==> config.mk <==
export PLATFORM = sky130hd
export DESIGN_NAME = vga_timing_gen
export DESIGN_NICKNAME = d
export VERILOG_FILES = /design/src/rtl/vga_timing_pkg.sv /design/src/rtl/vga_axis_counter.sv /design/src/rtl/vga_timing_gen.sv
export SDC_FILE = /design/constraint.sdc
export NUM_CORES = 1
export LEC_CHECK = 0
export ABC_AREA = 1
export ABC_CLOCK_PERIOD_IN_PS = 2300
export BUFFER_PORTS_ARGS = -buffer_cell sky130_fd_sc_hd__buf_4
export CAP_MARGIN = 10
export CORE_ASPECT_RATIO = 0.9
export CORE_UTILIZATION = 23
export DETAILED_ROUTE_END_ITERATION = 12
export PLACE_DENSITY = 0.36
export REMOVE_ABC_BUFFERS = 1
export SLEW_MARGIN = 0
export SYNTH_ARGS = -nofsm -noshare
export SYNTH_HDL_FRONTEND = slang
export SYNTH_HIERARCHICAL = 1
export SYNTH_SLANG_ARGS = --single-unit
==> constraint.sdc <==
create_clock -name clk -period 2.3 [get_ports clk]
set_clock_uncertainty 0.15 [all_clocks]
set_input_delay 0.46 -clock clk [delete_from_list [all_inputs] [get_ports clk]]
set_output_delay 0.46 -clock clk [all_outputs]
set_load 0.01 [all_outputs]
==> src/rtl/vga_timing_pkg.sv <==
// Shared defaults for the VGA timing generator (640x480@60 at a 4:1 pixel clock divide)
// plus a small window-membership helper used for sync decoding.
package vga_timing_pkg;

    localparam int   DEF_H_ACTIVE = 640;
    localparam int   DEF_H_FP     = 16;
    localparam int   DEF_H_SYNC   = 96;
    localparam int   DEF_H_BP     = 48;
    localparam int   DEF_V_ACTIVE = 480;
    localparam int   DEF_V_FP     = 10;
    localparam int   DEF_V_SYNC   = 2;
    localparam int   DEF_V_BP     = 33;
    localparam logic DEF_HS_POL   = 1'b0;
    localparam logic DEF_VS_POL   = 1'b0;
    localparam int   DEF_CLK_DIV  = 4;
    localparam int   DEF_CNT_W    = 10;
    localparam int   DEF_COLOR_W  = 4;

    function automatic logic in_window(input int pos, input int lo, input int len);
        return (pos >= lo) && (pos < lo + len);
    endfunction

endpackage

==> src/rtl/vga_axis_counter.sv <==
// One timing axis: counts 0..TOTAL-1 on en, flagging the enabled step that wraps to 0.
module vga_axis_counter #(
    parameter int TOTAL = 800,
    parameter int W     = 10
) (
    input  logic         clk,
    input  logic         reset,
    input  logic         en,
    output logic [W-1:0] cnt,
    output logic         wrap
);

    localparam logic [W-1:0] LAST = W'(TOTAL - 1);

    logic [W-1:0] cnt_q;
    logic [W-1:0] cnt_d;

    // Next count and wrap strobe
    always_comb begin
        cnt_d = cnt_q;
        wrap  = 1'b0;
        if (en) begin
            if (cnt_q == LAST) begin
                cnt_d = {W{1'b0}};
                wrap  = 1'b1;
            end else begin
                cnt_d = cnt_q + W'(1);
            end
        end else begin
            cnt_d = cnt_q;
        end
    end

    // Count register
    always_ff @(posedge clk) begin
        if (reset) begin
            cnt_q <= {W{1'b0}};
        end else begin
            cnt_q <= cnt_d;
        end
    end

    assign cnt = cnt_q;

endmodule

==> src/rtl/vga_timing_gen.sv <==
// VGA raster timing: clock divider, h/v counters, a position stage (x/y/active/starts)
// and a one-pixel-later stage for sync and gated colour.
module vga_timing_gen
    import vga_timing_pkg::*;
#(
    parameter int   H_ACTIVE = DEF_H_ACTIVE,
    parameter int   H_FP     = DEF_H_FP,
    parameter int   H_SYNC   = DEF_H_SYNC,
    parameter int   H_BP     = DEF_H_BP,
    parameter int   V_ACTIVE = DEF_V_ACTIVE,
    parameter int   V_FP     = DEF_V_FP,
    parameter int   V_SYNC   = DEF_V_SYNC,
    parameter int   V_BP     = DEF_V_BP,
    parameter logic HS_POL   = DEF_HS_POL,
    parameter logic VS_POL   = DEF_VS_POL,
    parameter int   CLK_DIV  = DEF_CLK_DIV,
    parameter int   CNT_W    = DEF_CNT_W,
    parameter int   COLOR_W  = DEF_COLOR_W
) (
    input  logic                 clk,
    input  logic                 reset,
    input  logic [3*COLOR_W-1:0] rgb_in,
    output logic                 pix_en,
    output logic [CNT_W-1:0]     x,
    output logic [CNT_W-1:0]     y,
    output logic                 active,
    output logic                 line_start,
    output logic                 frame_start,
    output logic                 hsync,
    output logic                 vsync,
    output logic [COLOR_W-1:0]   red,
    output logic [COLOR_W-1:0]   green,
    output logic [COLOR_W-1:0]   blue
);

    localparam int H_TOTAL = H_ACTIVE + H_FP + H_SYNC + H_BP;
    localparam int V_TOTAL = V_ACTIVE + V_FP + V_SYNC + V_BP;
    localparam int DIV_W   = (CLK_DIV > 1) ? $clog2(CLK_DIV) : 1;
    localparam logic [DIV_W-1:0] DIV_LAST = DIV_W'(CLK_DIV - 1);

    if (CLK_DIV < 1) begin : g_bad_clk_div
        $error("vga_timing_gen: CLK_DIV must be at least 1");
    end
    if (H_TOTAL > (1 << CNT_W)) begin : g_bad_h_total
        $error("vga_timing_gen: H_TOTAL does not fit in CNT_W bits");
    end
    if (V_TOTAL > (1 << CNT_W)) begin : g_bad_v_total
        $error("vga_timing_gen: V_TOTAL does not fit in CNT_W bits");
    end

    logic [DIV_W-1:0]   div_q, div_d;
    logic               pix_en_s;
    logic [CNT_W-1:0]   h_cnt_s, v_cnt_s;
    logic               h_wrap_s, v_wrap_s;
    logic               origin_q, origin_d;
    logic [CNT_W-1:0]   x_q, x_d, y_q, y_d;
    logic               active_q, active_d;
    logic               line_start_q, line_start_d;
    logic               frame_start_q, frame_start_d;
    logic               hsync_q, hsync_d, vsync_q, vsync_d;
    logic [COLOR_W-1:0] red_q, red_d, green_q, green_d, blue_q, blue_d;

    // Strobe is gated by reset so it reads 0 while reset is held, even with CLK_DIV=1
    assign pix_en_s = (div_q == DIV_LAST) && !reset;

    vga_axis_counter #(.TOTAL(H_TOTAL), .W(CNT_W)) u_h_cnt (
        .clk   (clk),
        .reset (reset),
        .en    (pix_en_s),
        .cnt   (h_cnt_s),
        .wrap  (h_wrap_s)
    );

    vga_axis_counter #(.TOTAL(V_TOTAL), .W(CNT_W)) u_v_cnt (
        .clk   (clk),
        .reset (reset),
        .en    (h_wrap_s),
        .cnt   (v_cnt_s),
        .wrap  (v_wrap_s)
    );

    // Next state for divider, position stage and sync/colour stage
    always_comb begin
        div_d         = (div_q == DIV_LAST) ? {DIV_W{1'b0}} : div_q + DIV_W'(1);
        origin_d      = origin_q;
        x_d           = x_q;
        y_d           = y_q;
        active_d      = active_q;
        line_start_d  = 1'b0;
        frame_start_d = 1'b0;
        hsync_d       = hsync_q;
        vsync_d       = vsync_q;
        red_d         = red_q;
        green_d       = green_q;
        blue_d        = blue_q;
        if (pix_en_s) begin
            // origin_q marks that the counters sit at (0,0): after reset or a frame wrap
            origin_d      = v_wrap_s;
            x_d           = h_cnt_s;
            y_d           = v_cnt_s;
            active_d      = (h_cnt_s < CNT_W'(H_ACTIVE)) && (v_cnt_s < CNT_W'(V_ACTIVE));
            line_start_d  = (h_cnt_s == {CNT_W{1'b0}});
            frame_start_d = origin_q;
            hsync_d       = in_window(int'(x_q), H_ACTIVE + H_FP, H_SYNC) ? HS_POL : ~HS_POL;
            vsync_d       = in_window(int'(y_q), V_ACTIVE + V_FP, V_SYNC) ? VS_POL : ~VS_POL;
            if (active_q) begin
                red_d   = rgb_in[3*COLOR_W-1 -: COLOR_W];
                green_d = rgb_in[2*COLOR_W-1 -: COLOR_W];
                blue_d  = rgb_in[COLOR_W-1 -: COLOR_W];
            end else begin
                red_d   = {COLOR_W{1'b0}};
                green_d = {COLOR_W{1'b0}};
                blue_d  = {COLOR_W{1'b0}};
            end
        end else begin
            origin_d = origin_q;
        end
    end

    // State registers; reset wins immediately, abandoning any partial line
    always_ff @(posedge clk) begin
        if (reset) begin
            div_q         <= {DIV_W{1'b0}};
            origin_q      <= 1'b1;
            x_q           <= {CNT_W{1'b0}};
            y_q           <= {CNT_W{1'b0}};
            active_q      <= 1'b0;
            line_start_q  <= 1'b0;
            frame_start_q <= 1'b0;
            hsync_q       <= ~HS_POL;
            vsync_q       <= ~VS_POL;
            red_q         <= {COLOR_W{1'b0}};
            green_q       <= {COLOR_W{1'b0}};
            blue_q        <= {COLOR_W{1'b0}};
        end else begin
            div_q         <= div_d;
            origin_q      <= origin_d;
            x_q           <= x_d;
            y_q           <= y_d;
            active_q      <= active_d;
            line_start_q  <= line_start_d;
            frame_start_q <= frame_start_d;
            hsync_q       <= hsync_d;
            vsync_q       <= vsync_d;
            red_q         <= red_d;
            green_q       <= green_d;
            blue_q        <= blue_d;
        end
    end

    assign pix_en      = pix_en_s;
    assign x           = x_q;
    assign y           = y_q;
    assign active      = active_q;
    assign line_start  = line_start_q;
    assign frame_start = frame_start_q;
    assign hsync       = hsync_q;
    assign vsync       = vsync_q;
    assign red         = red_q;
    assign green       = green_q;
    assign blue        = blue_q;

endmodule

After elaboration in Yosys (flattened, before gate mapping). Index checks and enable logic that the tools add are counted.

Add/sub/neg operators: 3. Magnitude comparators: 6. Equal/unequal tests: 3. Mux-type cells: 11. Bitwise gates (word level): 1. Reduce and logical (&&, ||, !) cells: 8.

Operators with widths (count): $add 10x1->10 const B (2); $eq 10x10->1 const B (2); $lt 10x10->1 const B (2); $lt 10x9->1 const B (2); $mux 10 (2); $mux 4 (3); $ge 10x10->1 const B (1); $ge 10x9->1 const B (1); $logic_not 10->1 (1); $mux 1 (6); $logic_and 1x1->1 (4); $reduce_or 2->1 (2); $add 2x1->2 const B (1); $eq 2x2->1 const B (1); $logic_not 1->1 (1); $not 1->1 (1).

Register bits: 60. Input bits: 14. Output and inout bits: 38. Logic and storage cells: 46.

Depth between registers and ports, before layout.
Depth in word-level cells: 4. Depth in mapped cells: 15. Gate-level depth less buffers: 14.

Hierarchy. Netlist, hierarchy kept.

Modules (own cells, without submodules): vga_timing_gen (times used 1, cells each 168, area an instance 1428.9 um^2, sequential area each 800.8 um^2); vga_axis_counter (u_v_cnt) (times used 1, cells each 74, area an instance 543.0 um^2, sequential area each 200.2 um^2); vga_axis_counter (u_h_cnt) (times used 1, cells each 76, area an instance 526.8 um^2, sequential area each 200.2 um^2).

Worst setup path before layout. No wires, ideal clock.

Kind: register to register. Start: reg div_q[0]. End: reg u_v_cnt.cnt_q[1], in the netlist u_v_cnt/cnt[1]. Setup time: 0.119 ns. Data arrival time: 1.772 ns. Required time: 2.031 ns. Setup slack: 0.259 ns. Stages on the path, launching flop included: 16. Buffers on the path: 1. Cell sequence: dfxtp_1 ha_1 nand2_2 inv_4 buf_6 inv_2 nor2_2 nand2_2 nor2_2 inv_2 nor2_1 nand3_1 nor2_2 nor2_1 inv_2 nor2_2.

Word-level cells in the longest chain between the ends: 3.

RTL lines: start, declared (line vga_timing_gen.sv:51) `logic [DIV_W-1:0] div_q, div_d;`; start signal, assigned (line vga_timing_gen.sv:123) `div_q <= {DIV_W{1'b0}};`; start signal, assigned (line vga_timing_gen.sv:136) `div_q <= div_d;`; $eq 2x2->1 (line vga_timing_gen.sv:64) `assign pix_en_s = (div_q == DIV_LAST) && !reset;`; $logic_and 1x1->1 (line vga_timing_gen.sv:64); via pix_en (line vga_timing_gen.sv:23) `output logic pix_en,`; $mux 1 (line vga_axis_counter.sv:22) `if (en) begin`; via h_wrap_s (line vga_timing_gen.sv:54) `logic h_wrap_s, v_wrap_s;`; end signal, assigned (line vga_axis_counter.sv:37) `cnt_q <= {W{1'b0}};`; end signal, assigned (line vga_axis_counter.sv:39) `cnt_q <= cnt_d;`; end, declared (line vga_axis_counter.sv:15) `logic [W-1:0] cnt_q;`.

The timed path passes the listed nets, and every way through them passes these cells. A chain may end at the register's enable or synchronous reset.

Worst setup path after layout.
Start: reg div_q[0]. End: out pix_en.

Word-level cells in the longest chain between the ends: 2.

RTL lines (line): $eq 2x2->1 (vga_timing_gen.sv:64); $logic_and 1x1->1 (vga_timing_gen.sv:64); end, declared (vga_timing_gen.sv:23).

Every way passes these cells.

==> key figures <==
Status
  • Status: finished with violations
  • Violated checks: DRC

Logic synthesis
  • Sequential area share after synthesis: 48.1%
  • Synthesized area per cell: 7.86 µm²
  • Area contributors post-synth: dfxtp_1 (48%), nand2_1 (12%), nor2_1 (5.7%)
  • Synthesized area: 2500 µm²
  • Cells after Synth: 318
  • Dominant cell type by area after synthesis: dfxtp_1
  • Yosys reg bits: 60
  • Synth unique cells: 26
  • Yosys top cell area share: 48.1%
  • Synth warn: 6

Die
  • Die width: 112 µm
  • Die ar.: 11300 µm²
  • Ports: 52
  • FP Rows: 35
  • Initial core utilization: 24.0%
  • Core ar.: 10400 µm²
  • Die Span Y: 101 µm

Finish
  • Footprint of the multi-input gates: 1090 µm²
  • Area delta synth->final: 34.7%
  • Layout cells sized above 1: 28.5%
  • Fill cells: 1130
  • ANT cells: 0
  • Final Util: 32.3%
  • # nets final: 399
  • Sequential Area: 1200 µm²

STA
  • Fmax: 481 MHz
  • Fin. Hold Viols: 0
  • Min Hold Slack: 0.258 ns
  • Relative slew slack: 81.2%
  • Setup TNS: 0 ns
  • Tightest Pin Transition: 0.282 ns
  • RSZ-0062 raised after global routing: no
  • Tcrit/Tclk final: 90.4%
  • Number of setup violations in the final report: 0
  • Fin. max-slew vios: 0
  • Min Tclk post-route: 2.08 ns

Worst setup path
  • CP endpoint kind: primary output
  • WP buf/inv: 3
  • Critical-path cell list: ha_1 > nand2_2 > inv_4 > buf_4 > buf_4
  • Startpoint types: register
  • Critical Path RT: 1.69 ns
  • Crit path max fanout: 24
  • Reg2reg path depth: 12
  • CP max stage cell: dfxtp_1
  • Worst endpoint data arrival time: 1.47 ns
  • Worst reg2reg setup slack: 0.33 ns
  • R2R Path End: u_v_cnt/cnt[1]$_SDFFE_PP0P_
  • Crit Path Class: reg2out
  • Reg-to-Reg Start: u_h_cnt/cnt[1]$_SDFFE_PP0P_
  • CP max stage delay: 0.33 ns
  • Crit path top cell by count: buf_4
  • CP top delay family: buffers and inverters

Clock tree
  • Post-CTS setup buffers: 0
  • CTS tree: done
  • Clock buffer count from CTS: 9
  • Clk root buf: clkbuf_16
  • Clk slew on worst S/H paths: 0.05 ns
  • CTS H-tree depth: 3
  • Clock Latency Late Sink: 0.33 ns
  • Sink Count: 60
  • Clk buf depth: 2

Worst hold path
  • Hold worst-path end: green[1]$_SDFFE_PP0P_
  • Min-Delay Path Class: in2reg
  • Min-Delay Startpoint: rgb_in[5]
  • Hold Path Stages: 3

Global routing
  • First-pass GRT wire length: 10.6 mm
  • Global route overflow: 0
  • Initial antenna violation count: 0
  • Pin count of the biggest net entering global routing: 25
  • GR Util All Layers: 12.4%
  • Vias in the first global route: 2007

Route
  • Initial drt markers: 138
  • Vias per cell: 4.21
  • WL/cell: 12.6 µm
  • Final wirelength: 6.48 mm
  • Post-route ant nets: 0
  • Remaining DRCs: 7
  • Via count: 2166
  • First-pass DRT Iterations: 8

Run
  • Max-cap violations: 0

Pwr
  • Pint: 0.00206 W
  • Seq pwr share: 40.6%
  • Leak: 1.44 nW
  • P per Cell Area: 772 nW/µm²
  • PnR Total Power: 0.00260 W
  • Max VDD drop: 0.308 mV
  • Sw frac: 20.6%
  • Switching power: 0.000535 W
  • Clock power frac: 55.5%
  • Combinational fraction of design power: 3.9%

Placement
  • Placer congestion estimate: 0.729
  • Port bufs: 51
  • Detailed placement HPWL: 4.58 mm
## per-layer routing
layer / part of all wire, % / track usage (%) / vias up / routed length [µm]
met5: 0 / 0 / - / 0
met4: 1.4 / 3.95 / 0 / 88
met3: 6.9 / 5.41 / 9 / 450
met2: 40 / 17.9 / 61 / 2560
met1: 52 / 16.5 / 964 / 3370
li1: - / - / 1132 / -
## through the flow
stage,std cells,instance area [µm²],worst slack [ns]
floorplan,310,2430,0.174
global placement,499,3040,0.217
detailed placement,499,3040,0.161
CTS,515,3360,0.179
global route,515,3370,0.0431
finish,515,3370,0.221
## sequential cells by signal, summed over array words and instances, names as in the netlist
name,count
u_h_cnt/cnt,10
x,10
active,1
frame_start,1
u_v_cnt/cnt,10
red,4
green,4
origin_q,1
div_q,2
blue,4
hsync,1
line_start,1
y,10
vsync,1
## layout by cell type, fill, tap and decap left out, types with 4 or more instances in the layout
cell,instances
inv_1,30
nand2_2,9
nor2_4,4
clkbuf_16,9
xor2_1,6
ha_1,4
nand3_1,10
a21oi_1,4
buf_4,60
nor2_1,38
nand2_1,79
a22o_1,10
inv_2,7
o21ai_0,17
dfxtp_1,60
o22ai_1,4
nor2_2,11
nand4_1,7
## cells in the mapped netlist
cell type,number
o21bai_2,1
buf_6,4
inv_4,1
nor2_4,3
a211oi_1,1
nand2_1,79
nor2_1,38
o21ai_0,17
nand4_1,7
a21oi_1,4
dfxtp_1,60
buf_2,3
nand3_1,10
o22ai_1,4
nor3_1,3
a22o_1,10
inv_1,30
xor2_1,6
buf_4,1
o21ai_2,2
xnor2_1,1
or2_0,1
nor2_2,12
nand2_2,9
inv_2,7
ha_1,4
## power groups by stage
stage / sequential, W / clock [W] / combinational, W
final: 0.00105 / 0.00144 / 0.000102
after global routing: 0.00105 / 0.00153 / 0.000113
after CTS: 0.00105 / 0.00148 / 0.000105
after detailed placement: 0.00108 / 0 / 0.000105
after global placement: 0.00108 / 0 / 0.000106
after floorplan: 0.00108 / 0 / 0.0000399
## what timing repair did
item,CTS,global route
gates resized for setup,0,1
hold buffers,0,0
setup endpoints to repair,0,5
## kinds of logic (layout without fill, tap and decap cells)
family	count (synthesis)	count (layout)	synth area share, %
xor+xnor	7	7	2.45
compound gates	39	39	10.2
flops	60	60	48.1
buf+inv	46	114	8.51
simple gates	162	162	28.8
fa+ha+maj	4	4	2.00
## worst max-delay path by stage
stage	startpoint	to	slack, ns	cells past startpoint
after CTS	div_q[0]$_SDFF_PP0_	pix_en	0.18	5
after global placement	reset	u_v_cnt/cnt[1]$_SDFFE_PP0P_	0.22	15
final	div_q[0]$_SDFF_PP0_	pix_en	0.22	5
after floorplan	div_q[0]$_SDFF_PP0_	u_v_cnt/cnt[1]$_SDFFE_PP0P_	0.17	14
after global routing	u_h_cnt/cnt[1]$_SDFFE_PP0P_	u_v_cnt/cnt[1]$_SDFFE_PP0P_	0.04	12
after detailed placement	reset	u_v_cnt/cnt[1]$_SDFFE_PP0P_	0.16	15
## cell type report
type / instances / share of cell area, %
repair buffers: 60 / 13.4
multi-input cells: 212 / 32.4
inverters: 38 / 4.31
well taps: 129 / 4.80
clock buffers: 11 / 7.21
flip-flops and latches: 60 / 35.7
clock inverters: 5 / 2.23
## tightest hold or removal path, cell delays in order
cell and delay (ns):
buf_4 0.08, nand2_1 0.04, o21ai_0 0.13
Note: power is estimated with default switching activity, not from simulation.
